==> src/rtl/opram_lvt.sv <==
// Multi-read, multi-write operand RAM: one storage bank per write port, a live-value
// table selecting the bank that holds each entry's newest value, and a valid table.
module opram_lvt #(
  parameter int DEPTH  = 32,
  parameter int WIDTH  = 2,
  parameter int NR     = 7,
  parameter int NW     = 2,
  parameter int BYPASS = 1
) (
  input  logic                  CLK,
  input  logic                  RSTN,
  input  logic                  CEN,
  input  logic                  CLR,
  input  logic [NW-1:0]         WEN,
  input  logic [NW*$clog2(DEPTH)-1:0] AW_I,
  input  logic [NW*WIDTH-1:0]   DI,
  input  logic [NR*$clog2(DEPTH)-1:0] A,
  output logic [NR*WIDTH-1:0]   Q
);

  localparam int AW = $clog2(DEPTH);
  localparam int LW = (NW > 1) ? $clog2(NW) : 1;

  logic [NW-1:0]                         we;
  logic [NW-1:0][DEPTH-1:0][WIDTH-1:0]   bank_q, bank_d;
  logic [DEPTH-1:0][LW-1:0]              lvt_q, lvt_d;
  logic [DEPTH-1:0]                      valid_q, valid_d;
  logic [NR-1:0][AW-1:0]                 rd_addr;
  logic [NR-1:0][WIDTH-1:0]              rd_data;

  // Writes are dropped while reset is held so nothing leaks past the valid clear.
  assign we = WEN & {NW{CEN & RSTN}};

  // Ascending port order makes the highest-index writer own the LVT entry on a conflict.
  always_comb begin
    bank_d  = bank_q;
    lvt_d   = lvt_q;
    valid_d = CLR ? '0 : valid_q;
    for (int w = 0; w < NW; w++) begin
      if (we[w]) begin
        bank_d[w][AW_I[w*AW +: AW]] = DI[w*WIDTH +: WIDTH];
        lvt_d[AW_I[w*AW +: AW]]     = LW'(w);
        valid_d[AW_I[w*AW +: AW]]   = 1'b1;
      end
    end
  end

  always_ff @(posedge CLK or negedge RSTN) begin
    if (!RSTN) begin
      lvt_q   <= '0;
      valid_q <= '0;
    end else begin
      lvt_q   <= lvt_d;
      valid_q <= valid_d;
    end
  end

  // Bank contents are don't-care until written; the valid table masks them.
  always_ff @(posedge CLK) begin
    bank_q <= bank_d;
  end

  always_comb begin
    rd_addr = '0;
    rd_data = '0;
    Q       = '0;
    for (int r = 0; r < NR; r++) begin
      rd_addr[r] = A[r*AW +: AW];
      if (valid_q[rd_addr[r]]) begin
        for (int w = 0; w < NW; w++) begin
          if (lvt_q[rd_addr[r]] == LW'(w)) begin
            rd_data[r] = bank_q[w][rd_addr[r]];
          end
        end
      end
      if (BYPASS != 0) begin
        for (int w = 0; w < NW; w++) begin
          if (we[w] && (AW_I[w*AW +: AW] == rd_addr[r])) begin
            rd_data[r] = DI[w*WIDTH +: WIDTH];
          end
        end
      end
      Q[r*WIDTH +: WIDTH] = rd_data[r];
    end
  end

endmodule

==> config.mk <==
export PLATFORM = sky130hd
export DESIGN_NAME = opram_lvt
export DESIGN_NICKNAME = d
export VERILOG_FILES = /design/src/rtl/opram_lvt.sv
export SDC_FILE = /design/constraint.sdc
export NUM_CORES = 1
export LEC_CHECK = 0
export ABC_CLOCK_PERIOD_IN_PS = 3200
export CORE_ASPECT_RATIO = 0.8
export CORE_MARGIN = 1
export CORE_UTILIZATION = 57
export CTS_CLUSTER_DIAMETER = 80
export DETAILED_ROUTE_END_ITERATION = 8
export PLACE_DENSITY = 0.78
export SETUP_SLACK_MARGIN = 0.1
export SKIP_LAST_GASP = 1
export SYNTH_ARGS = -nofsm -noshare
export SYNTH_HDL_FRONTEND = slang
export SYNTH_SLANG_ARGS = --single-unit
==> constraint.sdc <==
create_clock -name CLK -period 3.2 [get_ports CLK]
set_input_delay 0.64 -clock CLK [delete_from_list [all_inputs] [get_ports CLK]]
set_output_delay 0.64 -clock CLK [all_outputs]
set_load 0.05 [all_outputs]
==> results of run 1 <==
[critical path: stages (launching register included)]
cell	delay (ns)
dfrtp_2	0.49
mux4_2	0.52
mux4_2	0.51
mux2i_1	0.20
buf_4	0.19
mux2_4	0.34
o211ai_1	0.26
clkbuf_16	0.22
[metrics by stage]
stage          total power, W  cell area [µm²]  TNS (ns)
4_1_cts               0.00751            22800     -7.33
3_5_place_dp          0.00525            21800     -8.54
6_report              0.00769            22900     -7.98
2_1_floorplan         0.00425            18600     -6.58
5_1_grt               0.00778            22900     -8.06
3_3_place_gp          0.00520            21800     -8.41
[cells by family after synthesis]
kind of cell / after synthesis / synth area share
XOR/XNOR: 70 / 0.0333
buffers and inverters: 171 / 0.0421
AND/OR/NAND/NOR: 180 / 0.0498
AO/OA/AOI/OAI: 95 / 0.0364
multiplexers: 477 / 0.542
flip-flops: 192 / 0.296
[path summary, 6_finish.rpt]
kind,end,slack [ns]
worst max register to register,valid_q[18],2.13
max in group asynchronous,lvt_q[17],2.25
min in group CLK,lvt_q[16],0.61
worst min register to register,lvt_q[16],0.61
worst min-delay path,valid_q[27],0.14
worst max-delay path,Q[5],-0.64
[layout make-up]
cell class,instances,share of cell area
multi-input cells,822,0.540
flip-flops and latches,192,0.239
repair buffers,361,0.168
well taps,420,0.0229
clock buffers,17,0.0185
clock inverters,15,0.00638
inverters,29,0.00474
diodes,2,0.000218
[sequential cells by signal, indices dropped and copies added (netlist names)]
| name | count |
|---|---|
| valid_q | 32 |
| bank_q | 128 |
| lvt_q | 32 |
[metal layers]
metal	vias up	share of wire	global-route usage
met2	2017	0.41	0.673
met3	488	0.21	0.286
met1	7880	0.30	0.616
met5	-	0.0017	0.0327
li1	5618	-	-
met4	5	0.080	0.275
[power groups by stage]
stage                     combinational, W  clock [W]  sequential, W
final                              0.00262    0.00217        0.00290
after global routing               0.00265    0.00223        0.00290
after CTS                          0.00249    0.00215        0.00288
after detailed placement           0.00232          0        0.00293
after global placement             0.00228          0        0.00292
after floorplan                    0.00140          0        0.00285
[layout by cell type, fill, tap and decap left out, types with 22 or more instances in the layout]
cell type          n
a211o_1           28
buf_12            64
buf_4            223
clkbuf_16         24
clkdlybuf4s50_1   32
dfrtp_1           35
dfrtp_2           29
edfxtp_1         128
inv_1             29
mux2i_1           26
mux4_2           413
nand2_1           24
nor2_1            65
o22ai_1           22
xnor2_1           43
xor2_1            27
[timing repair]
item | in CTS | in global routing
gates resized for setup | 86 | 26
endpoints found under the setup margin | 14 | 14
gates cloned | 2 | 1
buffers inserted | 7 | 5
pin swaps | 12 | 4
hold buffers | 0 | 0
==> flow_summary.ini, run 1 <==
[finish]
multiInputGateArea_um2 = 12400
fin_nets = 1478
area_delta_synth_final_pct = 24.8
utilization = 0.727
fillers = 1919
register_area_um2 = 5480
drive_above_1_share = 0.594
fin_cells = 1858

[clock_network]
cts_buffer_depth = 2
clock_sink_count = 192
path_clk_slew_ns = 0.08
clk_latency_ns = 0.46
cts_inserted_buffers = 17
cts_root_buf = clkbuf_16
cts_tree = built
h-tree-depth = 4

[power_and_ir_drop]
sw_frac_of_total = 0.333
clkPwrFrac = 0.282
ir_drop_v = 0.000434
netSwitchingPower_w = 0.00256
p_comb_frac = 0.340
cellLeakagePower_nw = 8.43
power_frac_seq = 0.377
cellPowerDensity_nw_per_um2 = 335
internal_power_w = 0.00513

[floorplanning]
num_rows = 58
core_area_um2 = 31600
die_y_um = 163
start_util = 0.582
dieWidth_um = 203
ios = 69
die-area_um2 = 33000

[synth]
synth_area_leaders = mux4_2, edfxtp_1, dfrtp_1, mux2i_1, xnor2_1
ys_seq_area_frac = 0.296
syn-num-nets = 1240
synth_cells = 1185
synth_cell_types = 40
post-synth-top-count-cell = mux4_2
synth_area_leader_cell = mux4_2
synth_top_area_share = 0.506
async_flop_share = 0.333
synth.cell_area_um2 = 18400
synth-edff-count = 128
yosysWarnings = 0
synth.top_cells.by_count = mux4_2, edfxtp_1, nor2_1, clkbuf_1, dfrtp_1
avgSynthCellArea_um2 = 15.5
ys.flop_type = edfxtp_1
synth_seq_cells = 192

[routing]
vias_per_cell = 8.62
routedWlPerCell_um = 42.4
wl_um = 78800
drt_iter0_markers = 3004
postRouteAntennaNets = 0
vias = 16008
drtPass1Iterations = 8
drc_errors = 0

[setup_path]
crit_arrival_ns = 3.20
critPathCaptureType = output port
start_kind = flop
cp-startpoint = lvt_q[6]
reg2reg_from = valid_q[18]
ff2ff_path_depth = 2
crit_type = reg2out
crit_fanout = 8
required_ns = 2.56

[global_route]
grt_pass1_wl_um = 113000
grt_max_degree = 58
grt-ovfl-total = 0
antenna_found_initial = 1
track_usage = 0.495
grt_pass1_vias = 15485

[min_path]
hold_path_class = in2async

[sta]
finalSetupViolCount = 14
fmax_mhz = 260
post-route-period-util = 1.20
hold-worst-slack_ns = 0.140
tightest_slew_ns = 0.769
finalWorstSetupSlack_ns = -0.640
slew_headroom = 0.485
period_minus_slack_ns = 3.84
grt_setup_unrepaired = yes
finalHoldViolations = 0
finClkSkew_ns = 0
finalMaxSlewViolations = 0

[place]
placedCellCount = 1809
dp_hpwl_um = 56500
gp_congestion = 1.07
pre_cts_slack_ns = -0.710
io_buffer_count = 68

[run_status]
status = finished with violations
failed_checks = setup timing

[run]
maxCapViolCount = 0
Power figures use the tool's default switching activity.
==> run 2: changes to the inputs <==
Settings changed: ABC_CLOCK_PERIOD_IN_PS 3200 to 3700, CORE_UTILIZATION 57 to 63, PLACE_DENSITY 0.78 to 0.82.
Clock period 3.2 ns to 3.7 ns, I/O delays scaled along.
==> run 2 against run 1 <==
Net effect: the flow finishes with violations (DRC, setup timing); flip-flop and latch count did not move; cell count is 6.5% lower; critical path depth is 1 higher; total power shrank 14%; utilization up 5.4 points; sequential power fell by 13%; count of clock-buffer cells in the layout unchanged; combinational power down 16%; critical path type unchanged.
==> flow_summary.ini, run 2 (synthesis results as in run 1) <==
[setup_path]
start_kind = flop
cp_cell_sequence = buf_4 -> mux4_2 -> mux4_2 -> mux2i_4 -> buf_6 -> mux2_4 -> o211ai_1 -> bufbuf_16
reg2reg_from = valid_q[29]
cpMostUsedCell = mux4_2
crit_fanout = 7
critPathCaptureType = output port
crit_type = reg2out
slowest_stage = mux4_2
reg2reg_to = valid_q[29]
slowest_delay_ns = 0.54
ff2ff_path_depth = 1
reg2reg_slack_ns = 2.63
crit_arrival_ns = 3.38
critPathTopFamily = multiplexers
required_ns = 2.96
worstPathBufferInverterCount = 3

[finish]
largest_reg_flops = 128
fillers = 1606
fin_nets = 1408
final_cell_mix = mux4_2, buf_4, edfxtp_1, nor2_1, dfrtp_1
regMostFlops = bank_q
reg_top3 = bank_q x128, lvt_q x32, valid_q x32
area_delta_synth_final_pct = 21.0
utilization = 0.781
final_common_cell = mux4_2
drive_above_1_share = 0.561

[sta]
slew_headroom = 0.321
finalWorstSetupSlack_ns = -0.422
finalSetupViolCount = 14
grt_setup_unrepaired = yes
fin_setup_tns_ns = -3.89
finalHoldViolations = 0
period_minus_slack_ns = 4.12
tightest_slew_ns = 1.02
post-route-period-util = 1.11
fmax_mhz = 243
finClkSkew_ns = 0
finalMaxSlewViolations = 0

[place]
pre_cts_slack_ns = -0.701
io_buffer_count = 68
dp_hpwl_um = 54900
gp_congestion = 1.07

[floorplanning]
die_y_um = 155
ios = 69
core_area_um2 = 28500
dieWidth_um = 193
die-area_um2 = 29900
num_rows = 55
start_util = 0.645

[power_and_ir_drop]
cellLeakagePower_nw = 8.09
cellPowerDensity_nw_per_um2 = 297
ir_drop_v = 0.000411

[routing]
routedWlPerCell_um = 44.4
drc_errors = 8
postRouteAntennaNets = 0
wl_um = 77100
drtPass1Iterations = 9
drt_iter0_markers = 2645
vias_per_cell = 9.00
vias = 15648

[run_status]
status = finished with violations
failed_checks = DRC, setup timing

[clock_network]
cts_root_buf = clkbuf_16
path_clk_slew_ns = 0.08
cts_inserted_buffers = 17
clk_latency_ns = 0.45
cts_tree = built
h-tree-depth = 4
clock_sink_count = 192
cts_buffer_depth = 2

[global_route]
use_met1 = 0.701
grt_use_met2 = 0.740
grt_pass1_vias = 15322
track_usage = 0.538
antenna_found_initial = 4
grt-ovfl-total = 0
grt_max_degree = 48
met3_usage = 0.265
busiest_layer = met2
grt_pass1_wl_um = 110000

[run]
maxCapViolCount = 0

[min_path]
hold_path_class = in2async
run 2: changes by cell type in the layout (fill, tap and decap cells not counted), moves of 3 or more:
cell / before / now
buf_4: 223 / 166
buf_12: 64 / 45
dfrtp_1: 35 / 47
dfrtp_2: 29 / 17
mux2i_2: 9 / 2
mux2i_1: 26 / 31
buf_16: 3 / 7
clkinv_8: 2 / 6
clkinvlp_4: 5 / 1
clkinv_4: 0 / 3
run 2: cell type report:
| cell class | count | area (µm²) | area share |
|---|---|---|---|
| diodes | 2 | 5.00 | 0.000225 |
| clock buffers | 17 | 425 | 0.0191 |
| clock inverters | 15 | 188 | 0.00843 |
| inverters | 29 | 109 | 0.00489 |
| multi-input cells | 822 | 12400 | 0.557 |
| flip-flops and latches | 192 | 5470 | 0.246 |
| well taps | 370 | 463 | 0.0208 |
| repair buffers | 291 | 3200 | 0.144 |
run 2: report_power, final:
| part | total (W) | switching [W] | leakage [nW] | internal (W) |
|---|---|---|---|---|
| clock network | 0.00190 | 0.000984 | 0.292 | 0.000920 |
| registers | 0.00251 | 0.000159 | 1.94 | 0.00235 |
| logic | 0.00219 | 0.00105 | 5.86 | 0.00113 |
run 2: per-stage QoR:
| stage | cell area [µm²] | power, W | hold WS (ns) | std cells |
|---|---|---|---|---|
| after CTS | 22200 | 0.00645 | 0.393 | 1731 |
| after detailed placement | 21000 | 0.00445 | 0.632 | 1686 |
| final | 22300 | 0.00660 | 0.392 | 1738 |
| after global routing | 22200 | 0.00670 | 0.405 | 1736 |
| after floorplan | 18600 | 0.00367 | 0.444 | 1185 |
| after global placement | 21000 | 0.00441 | 0.625 | 1686 |
run 2: per-layer routing:
metal  up-vias  share of wire
met5         -        0.00073
met2      2003           0.41
met1      7674           0.30
met4         8          0.083
li1       5499              -
met3       464           0.20
run 2: timing repair:
item                                    4_1_cts  5_1_grt
setup buffers                                 9        4
hold buffers                                  0        0
gates resized for setup                      82       16
gates cloned                                  4        1
endpoints found under the setup margin       14       14
pin swaps                                    11        3
run 2: how the worst max path moves through the flow:
stage | start | end | slack (ns) | cells past startpoint
2_1_floorplan | A[6] | Q[2] | -0.32 | 7
3_3_place_gp | A[26] | Q[10] | -0.67 | 8
4_1_cts | lvt_q[23] | Q[11] | -0.33 | 7
5_1_grt | lvt_q[19] | Q[11] | -0.39 | 7
3_5_place_dp | A[26] | Q[11] | -0.70 | 8
6_report | lvt_q[17] | Q[2] | -0.42 | 8
